===== src/rtl/bsram_ctrl_pkg.sv =====
// bsram_ctrl_pkg: shared types, widths and the byte-merge helper
// for the two-port Gowin_SP BSRAM bus controller.
package bsram_ctrl_pkg;

   localparam int DATA_W    = 32;
   localparam int MASK_W    = 4;
   localparam int NUM_PORTS = 2;
   localparam int PORT_W    = $clog2(NUM_PORTS);

   typedef enum logic [2:0] {
      IDLE,
      RD_ADDR,
      RD_OUT,
      RD_CAP,
      WR,
      DONE
   } state_t;

   function automatic logic [DATA_W-1:0] merge_bytes(
      input logic [DATA_W-1:0] old_w,
      input logic [DATA_W-1:0] new_w,
      input logic [MASK_W-1:0] mask
   );
      logic [DATA_W-1:0] m;
      m = old_w;
      for (int i = 0; i < MASK_W; i++) begin
         if (mask[i]) m[8*i +: 8] = new_w[8*i +: 8];
      end
      return m;
   endfunction

endpackage


===== src/rtl/bsram_rr_arbiter.sv =====
// bsram_rr_arbiter: two-way round-robin picker. Priority moves only
// when the controller reports a finished access through upd.
module bsram_rr_arbiter
   import bsram_ctrl_pkg::*;
(
   input  logic                 clock,
   input  logic                 reset,
   input  logic [NUM_PORTS-1:0] req,
   input  logic                 en,
   input  logic                 upd,
   input  logic [PORT_W-1:0]    upd_id,
   output logic                 gnt,
   output logic [PORT_W-1:0]    gnt_id
);

   logic [PORT_W-1:0] last;

   // last starts at port 1 so port 0 wins the first contested grant
   always_ff @(posedge clock or posedge reset) begin
      if (reset)    last <= PORT_W'(1);
      else if (upd) last <= upd_id;
   end

   always_comb begin
      gnt    = en && (|req);
      gnt_id = '0;
      unique case (req)
         2'b01:   gnt_id = PORT_W'(0);
         2'b10:   gnt_id = PORT_W'(1);
         2'b11:   gnt_id = ~last;
         default: gnt_id = '0;
      endcase
   end

endmodule


===== src/rtl/bsram_bus_controller.sv =====
// bsram_bus_controller: shares one Gowin_SP BSRAM between two requesters,
// sequencing its registered-output read pipeline and RMW byte writes.
module bsram_bus_controller
   import bsram_ctrl_pkg::*;
#(
   parameter int ADDRESS_SIZE = 15,
   parameter int RAM_AW       = 11
) (
   input  logic                                   clock,
   input  logic                                   reset,
   input  logic [NUM_PORTS-1:0]                   req,
   input  logic [NUM_PORTS-1:0][ADDRESS_SIZE-1:0] addr,
   input  logic [NUM_PORTS-1:0]                   wr,
   input  logic [NUM_PORTS-1:0][MASK_W-1:0]       wmask,
   input  logic [NUM_PORTS-1:0][DATA_W-1:0]       wdata,
   output logic [NUM_PORTS-1:0]                   ready,
   output logic                                   err,
   output logic [DATA_W-1:0]                      rdata,
   output logic                                   ram_ce,
   output logic                                   ram_oce,
   output logic                                   ram_wre,
   output logic                                   ram_reset,
   output logic [RAM_AW-1:0]                      ram_ad,
   output logic [DATA_W-1:0]                      ram_din,
   input  logic [DATA_W-1:0]                      ram_dout
);

   state_t              state, n_state;
   logic [PORT_W-1:0]   port, n_port;
   logic                l_wr, n_wr;
   logic [MASK_W-1:0]   l_mask, n_mask;
   logic [DATA_W-1:0]   l_wdata, n_wdata;

   logic [NUM_PORTS-1:0] n_ready;
   logic                 n_err;
   logic [DATA_W-1:0]    n_rdata;
   logic                 n_ce, n_oce, n_wre;
   logic [RAM_AW-1:0]    n_ad;
   logic [DATA_W-1:0]    n_din;

   logic                    gnt;
   logic [PORT_W-1:0]       gnt_id;
   logic [ADDRESS_SIZE-1:0] g_addr;
   logic                    g_oor;
   logic                    unused_lo;

   assign g_addr    = addr[gnt_id];
   assign g_oor     = |g_addr[ADDRESS_SIZE-1:RAM_AW+2];
   assign unused_lo = ^g_addr[1:0];

   bsram_rr_arbiter u_arb (
      .clock  (clock),
      .reset  (reset),
      .req    (req),
      .en     (state == IDLE),
      .upd    (state == DONE),
      .upd_id (port),
      .gnt    (gnt),
      .gnt_id (gnt_id)
   );

   // Outputs are computed for the state being entered, then registered.
   always_comb begin
      n_state = state;
      n_port  = port;
      n_wr    = l_wr;
      n_mask  = l_mask;
      n_wdata = l_wdata;
      n_ready = '0;
      n_err   = 1'b0;
      n_rdata = rdata;
      n_ce    = 1'b0;
      n_oce   = 1'b0;
      n_wre   = 1'b0;
      n_ad    = ram_ad;
      n_din   = ram_din;
      unique case (state)
         IDLE: begin
            if (gnt) begin
               n_port  = gnt_id;
               n_wr    = wr[gnt_id];
               n_mask  = wmask[gnt_id];
               n_wdata = wdata[gnt_id];
               if (g_oor) begin
                  n_state         = DONE;
                  n_ready[gnt_id] = 1'b1;
                  n_err           = 1'b1;
               end else if (wr[gnt_id] && (&wmask[gnt_id])) begin
                  n_state = WR;
                  n_ce    = 1'b1;
                  n_wre   = 1'b1;
                  n_ad    = g_addr[RAM_AW+1:2];
                  n_din   = wdata[gnt_id];
               end else begin
                  n_state = RD_ADDR;
                  n_ce    = 1'b1;
                  n_ad    = g_addr[RAM_AW+1:2];
               end
            end
         end
         RD_ADDR: begin
            n_state = RD_OUT;
            n_oce   = 1'b1;
         end
         RD_OUT: begin
            n_state = RD_CAP;
         end
         RD_CAP: begin
            if (l_wr) begin
               n_state = WR;
               n_ce    = 1'b1;
               n_wre   = 1'b1;
               n_din   = merge_bytes(ram_dout, l_wdata, l_mask);
            end else begin
               n_state       = DONE;
               n_rdata       = ram_dout;
               n_ready[port] = 1'b1;
            end
         end
         WR: begin
            n_state       = DONE;
            n_ready[port] = 1'b1;
         end
         DONE: begin
            n_state = IDLE;
         end
         default: begin
            n_state = IDLE;
         end
      endcase
   end

   always_ff @(posedge clock or posedge reset) begin
      if (reset) begin
         state     <= IDLE;
         port      <= '0;
         l_wr      <= 1'b0;
         l_mask    <= '0;
         l_wdata   <= '0;
         ready     <= '0;
         err       <= 1'b0;
         rdata     <= '0;
         ram_ce    <= 1'b0;
         ram_oce   <= 1'b0;
         ram_wre   <= 1'b0;
         ram_ad    <= '0;
         ram_din   <= '0;
         ram_reset <= 1'b1;
      end else begin
         state     <= n_state;
         port      <= n_port;
         l_wr      <= n_wr;
         l_mask    <= n_mask;
         l_wdata   <= n_wdata;
         ready     <= n_ready;
         err       <= n_err;
         rdata     <= n_rdata;
         ram_ce    <= n_ce;
         ram_oce   <= n_oce;
         ram_wre   <= n_wre;
         ram_ad    <= n_ad;
         ram_din   <= n_din;
         ram_reset <= 1'b0;
      end
   end

endmodule

===== config.mk =====
export PLATFORM = sky130hd
export DESIGN_NAME = bsram_bus_controller
export DESIGN_NICKNAME = d
export VERILOG_FILES = /design/src/rtl/bsram_ctrl_pkg.sv /design/src/rtl/bsram_rr_arbiter.sv /design/src/rtl/bsram_bus_controller.sv
export SDC_FILE = /design/constraint.sdc
export NUM_CORES = 1
export LEC_CHECK = 0
export ABC_AREA = 1
export BUFFER_PORTS_ARGS = -buffer_cell sky130_fd_sc_hd__buf_2
export CAP_MARGIN = 15
export CORE_MARGIN = 3
export CORE_UTILIZATION = 45
export CTS_CLUSTER_DIAMETER = 30
export CTS_CLUSTER_SIZE = 20
export DETAILED_ROUTE_END_ITERATION = 7
export PLACE_DENSITY = 0.77
export SYNTH_ARGS = -nofsm -noshare
export SYNTH_HDL_FRONTEND = slang
export SYNTH_SLANG_ARGS = --single-unit
export TNS_END_PERCENT = 1

===== constraint.sdc =====
create_clock -name clock -period 3.5 [get_ports clock]
set_input_delay 0.35 -clock clock [delete_from_list [all_inputs] [get_ports clock]]
set_output_delay 0.35 -clock clock [all_outputs]
set_load 0.005 [all_outputs]

# Yosys cells after proc, flatten, opt, wreduce, memory -nomap -nowiden
# Index checks and enable logic that the tools add are counted.
[op_classes]
bitwise_logic = 3
reduce_logical = 13
eq_ne = 11
order_cmp = 4
n_mux = 43
[op_table]
columns = ["op", "n"]
rows = [
  ["$mux W32", 6],
  ["$pmux W32 S2", 1],
  ["$mux W8", 4],
  ["$mux W15", 2],
  ["$mux W1", 15],
  ["$pmux W3 S5", 1],
  ["$mux W3", 3],
  ["$mux W4", 2],
  ["$ne A2 B2 Y1 const B", 4],
  ["$eq A3 B2 Y1 const B", 2],
  ["$eq A3 B3 Y1 const B", 2],
  ["$mux W2", 3],
  ["$pmux W1 S2", 3],
  ["$pmux W2 S3", 1],
  ["$reduce_and A5 Y1", 1],
  ["$eq A2 B2 Y1 const B", 2],
  ["$logic_and A1 B1 Y1", 4],
  ["$lt A1 B2 Y1 const B", 2],
  ["$reduce_and A2 Y1", 2],
  ["$reduce_and A4 Y1", 1],
  ["$reduce_or A2 Y1", 2],
  ["$eq A3 B1 Y1 const B", 1],
  ["$logic_not A3 Y1", 1],
  ["$not A1 Y1", 3],
  ["4 further kinds", 6],
]
[word_totals]
inputBits = 140
word_cells = 89
regBits = 124
output_inout_bits = 82

# Logic depth before layout (Yosys ltp)
[logic_depth]
word_depth = 10
depth_mapped = 12

# Cells and area by module
# Synthesis repeated with hierarchy kept, for this count alone.
[hier_totals]
cells_unflattened = 824
area_unflattened_um2 = 6172.2
[modules_own_cells]
columns = ["mod", "cells_per_inst", "area_per_inst_um2", "n_inst", "seq_area_each_um2"]
rows = [
  ["bsram_bus_controller", 813, 6103.4, 1, 3079.2],
  ["bsram_rr_arbiter", 11, 68.8, 1, 26.3],
]

# Worst setup path after synthesis
# No wires, ideal clock.
[synth_path]
path_type = "reg-to-reg"
start = "reg u_arb.last"
end = "reg ram_din[0]"
path_buffers = 2
slack_ns = 1.961
path_stages_with_launch = 9
arrival_time_ns = 1.423
setup_time_ns = 0.117
t_required_ns = 3.383
path_cell_list = "dfstp_2 -> nand2_2 -> nand2_4 -> buf_6 -> buf_4 -> mux2i_1 -> o21ai_0 -> nand2_1 -> nand2_1"
[synth_via]
elab_chain_cells = 8
[synth_rtl]
columns = ["item", "line", "rtl"]
rows = [
  ["start: declaration", "bsram_rr_arbiter.sv:16", "logic [PORT_W-1:0] last;"],
  ["start signal: assignment", "bsram_rr_arbiter.sv:21", "else if (upd) last <= upd_id;"],
  ["$not A1 Y1 *", "bsram_rr_arbiter.sv:30", "2'b11: gnt_id = ~last;"],
  ["$pmux W1 S2 *", "bsram_rr_arbiter.sv:27", "unique case (req)"],
  ["$mux W4 (implied by the code) / $mux W32 (equally long branches) (2 in series)", "bsram_bus_controller.sv:88, bsram_bus_controller.sv:93", ""],
  ["$reduce_and A4 Y1 / $mux W32 (equally long branches)", "bsram_bus_controller.sv:88", "end else if (wr[gnt_id] && (&wmask[gnt_id])) begin"],
  ["$logic_and A1 B1 Y1 / $mux W32 (equally long branches)", "bsram_bus_controller.sv:88, bsram_bus_controller.sv:84", ""],
  ["$ne A2 B2 Y1 (no line) / $mux W32 (equally long branches)", "--", ""],
  ["$reduce_and A5 Y1 (no line) / $pmux W32 S2 (equally long branches)", "--", ""],
  ["end signal: assignment", "bsram_bus_controller.sv:162", "ram_din <= n_din;"],
  ["end: declaration", "bsram_bus_controller.sv:24", "output logic [DATA_W-1:0] ram_din,"],
]
# Mark *: on every way between the ends. The rest lies on a longest branch, timed or not. The select of a mux whose other input is x is not followed.
# A chain may end at the register's enable or synchronous reset.

# Worst setup path after layout
[layout_path]
start = "reg u_arb.last"
end = "reg ram_din[6]"
# Same word-level chain as after synthesis.

==> impl_metrics.yaml <==
synth:
  syn_avg_cell_area_um2: 8.232
  seq_area_frac_synth_pct: 52.40
  yosys_register_bits: 124
  ys_top_cells_by_count: "nand2_1 (280), o21ai_0 (130), dfrtp_1 (122), inv_1 (44), mux2i_1 (32)"
  yosys.area.top_type: "dfrtp_1"
  ys_warn_count: 0
  async_flop_share_pct: 100.0
  synth_flop_cell: "dfrtp_1"
  synthCells: 720
  synthesis.area_um2: 5927
  yosysMostFrequentCell: "nand2_1"
  synth.top_cell.area_share_pct: 51.51
  yosys.cell_types.count: 27
  synth-edff-count: 0
  yosys-top-cells-area: "dfrtp_1 (52%), nand2_1 (18%), o21ai_0 (11%)"
  synth_fp_nets: 860
detailed_routing:
  avgRoutedWirePerCell_um: 13.73
  drt-pass1-iter-count: 4
  vias: 5312
  drt_iter0_drc: 361
  drc: 0
  via_per_inst: 4.816
  drt_wl_total_um: 15140
  ant_nets: 0
final_layout:
  syn2layout_area_growth_pct: 28.22
  drive_above_1_share_pct: 29.11
  fin_cells: 1103
  regArea_um2: 3105
  fill_cells: 1196
  fin_nets: 1058
  multiInputGateArea_um2: 2382
  final_util_pct: 59.50
  num_antenna_cells: 0
global_route:
  grt_usage_pct: 21.29
  antenna_found_initial: 0
  grt_pass1_wl_um: 24630
  grt_pass1_vias: 5021
  grt_overflow: 0
  grt_start_max_net_pins: 65
floorplan:
  die_h_um: 120.8
  core_area_um2: 12770
  pin_count: 222
  die-area_um2: 14580
  row_count: 41
  initial_core_util_pct: 46.40
  die_width_um: 120.8
clock_network:
  h-tree-depth: 4
  cts_made_buffers: 17
  ctsLongestPathBuffers: 2
  path_clk_slew_ns: 0.05
  cts_num_sinks: 124
  post_cts_buffers: 0
  clock_latency_ns: 0.41
  cts_tree: "done"
  cts_hold_buf: 0
  cts-root-buf: "clkbuf_16"
  cts_resized: 0
critical_path:
  r2r_slack_ns: 0.89
  cp.required_ns: 3.84
  worstSetupStartpointType: "register"
  rr_worst_depth: 10
  crit_type: "register to register"
  path_max_fanout: 35
  r2r_start: "u_arb.last$_DFFE_PP1N_"
  rr_endpoint: "ram_din[6]$_DFFE_PP0P_"
  cp-end-kind: "register"
  arrival_ns: 2.95
placed_design:
  gp_congestion: 0.8080
  placedCellCount: 1071
  dpl.hpwl_um: 10600
  portBuffers: 217
sta:
  setup_tns_ns: 0
  fin_crit_ns: 2.615
  clock.fmax_ghz: 0.3825
  finClkSkew_ns: 0.006905
  setup_violations: 0
  fin_crit_sh_pct: 74.71
  slew_viol_final: 0
  hold_viol_final: 0
  rsz0062_at_grt: "no"
  relSlewSlack_pct: 49.87
  worst_pin_slew_ns: 0.7493
  holdWs_ns: 0.04876
power_and_ir_drop:
  power_density_nw_per_um2: 835.6
  p_total_mw: 6.350
  leakagePower_nw: 4.073
  ir_drop_v: 0.0004495
outcome:
  status: "finished clean"
job:
  max_cap_viol_count: 0
min_path:
  hold_class: "primary input to async pin"
[logic make-up after synthesis]
| kind of cell | after synthesis | share of synthesized area [%] |
|---|---|---|
| buffers and inverters | 94 | 7.705 |
| other | 1 | 0.06327 |
| DFF | 124 | 52.40 |
| muxes | 32 | 5.404 |
| and+or+nand+nor | 313 | 20.81 |
| AOI/OAI and AO/OA | 156 | 13.62 |
[area by class of cell]
| class | instances | area share [%] |
|---|---|---|
| Clock inverter | 7 | 0.8232 |
| Multi-Input combinational cell | 502 | 31.35 |
| Inverter | 49 | 2.470 |
| Sequential cell | 124 | 40.86 |
| Timing Repair Buffer | 224 | 15.15 |
| Clock buffer | 25 | 6.520 |
| Tap cell | 172 | 2.832 |
[metal layers]
metal	global-route usage, %	part of all wire, %	up-vias
li1	-	-	2704
met4	8.853	2.5	0
met2	34.47	48	158
met5	0	0	-
met1	28.20	44	2420
met3	3.929	5.4	30
[critical path, cell delays in order (launching register included)]
cell and delay [ns]:
dfstp_2 0.53, nand2_2 0.09, nand2_4 0.43, inv_2 0.24, nand2_1 0.10, nand2_1 0.10
inv_2 0.14, o21ai_2 0.08, nand2_2 0.57, nand2_1 0.13, nand2_1 0.11
[power by group]
group	leakage [nW]	switching, mW	internal, mW
sequential	1.49	0.443	2.14
clock	0.277	0.595	1.04
combinational	2.31	1.22	0.914
[flip-flops by register name, indices dropped and copies added, names as in the netlist]
name	cells
l_wdata	32
l_mask	4
state	3
ram_reset	1
err	1
ready	2
ram_wre	1
l_wr	1
ram_ce	1
ram_oce	1
ram_din	32
rdata	32
port	1
ram_ad	11
u_arb.last	1
[worst max path at each step]
stage	start	end	slack (ns)	depth (start not counted)
floorplan	reset	err$_DFF_PP0_	1.63	1
global placement	req[0]	ram_din[21]$_DFFE_PP0P_	0.90	12
detailed placement	req[0]	ram_din[27]$_DFFE_PP0P_	0.85	12
CTS	u_arb.last$_DFFE_PP1N_	ram_din[6]$_DFFE_PP0P_	0.84	10
global route	u_arb.last$_DFFE_PP1N_	ram_din[18]$_DFFE_PP0P_	0.63	10
finish	u_arb.last$_DFFE_PP1N_	ram_din[6]$_DFFE_PP0P_	0.89	10
[stage by stage]
stage	cell area, um^2	setup slack (ns)
final	7600	0.8853
after global routing	7600	0.6290
after CTS	7600	0.8375
after detailed placement	7042	0.8540
after global placement	7042	0.8969
after floorplan	5931	1.626
[cells in the final DEF (no fill, tap or decap)]
master / instances
dfrtp_1: 122
clkbuf_16: 17
nor2_8: 1
clkinv_1: 1
nand2_4: 2
nand3_1: 7
buf_12: 1
o21ai_4: 1
o21ai_2: 1
nand2_1: 279
nand3_2: 1
conb_1: 1
nor2_1: 15
buf_2: 217
clkbuf_1: 4
clkbuf_8: 4
buf_4: 6
a21oi_1: 2
inv_2: 4
clkinvlp_4: 2
mux2i_1: 32
o21ai_1: 8
nand2_2: 4
o22ai_1: 1
clkinv_2: 5
inv_1: 43
nor3_1: 2
o21ai_0: 130
nor2_2: 1
bufinv_16: 1
o21bai_1: 1
a31oi_1: 12
nor2_4: 1
dfstp_2: 2
Note: power is estimated with default switching activity, not from simulation.
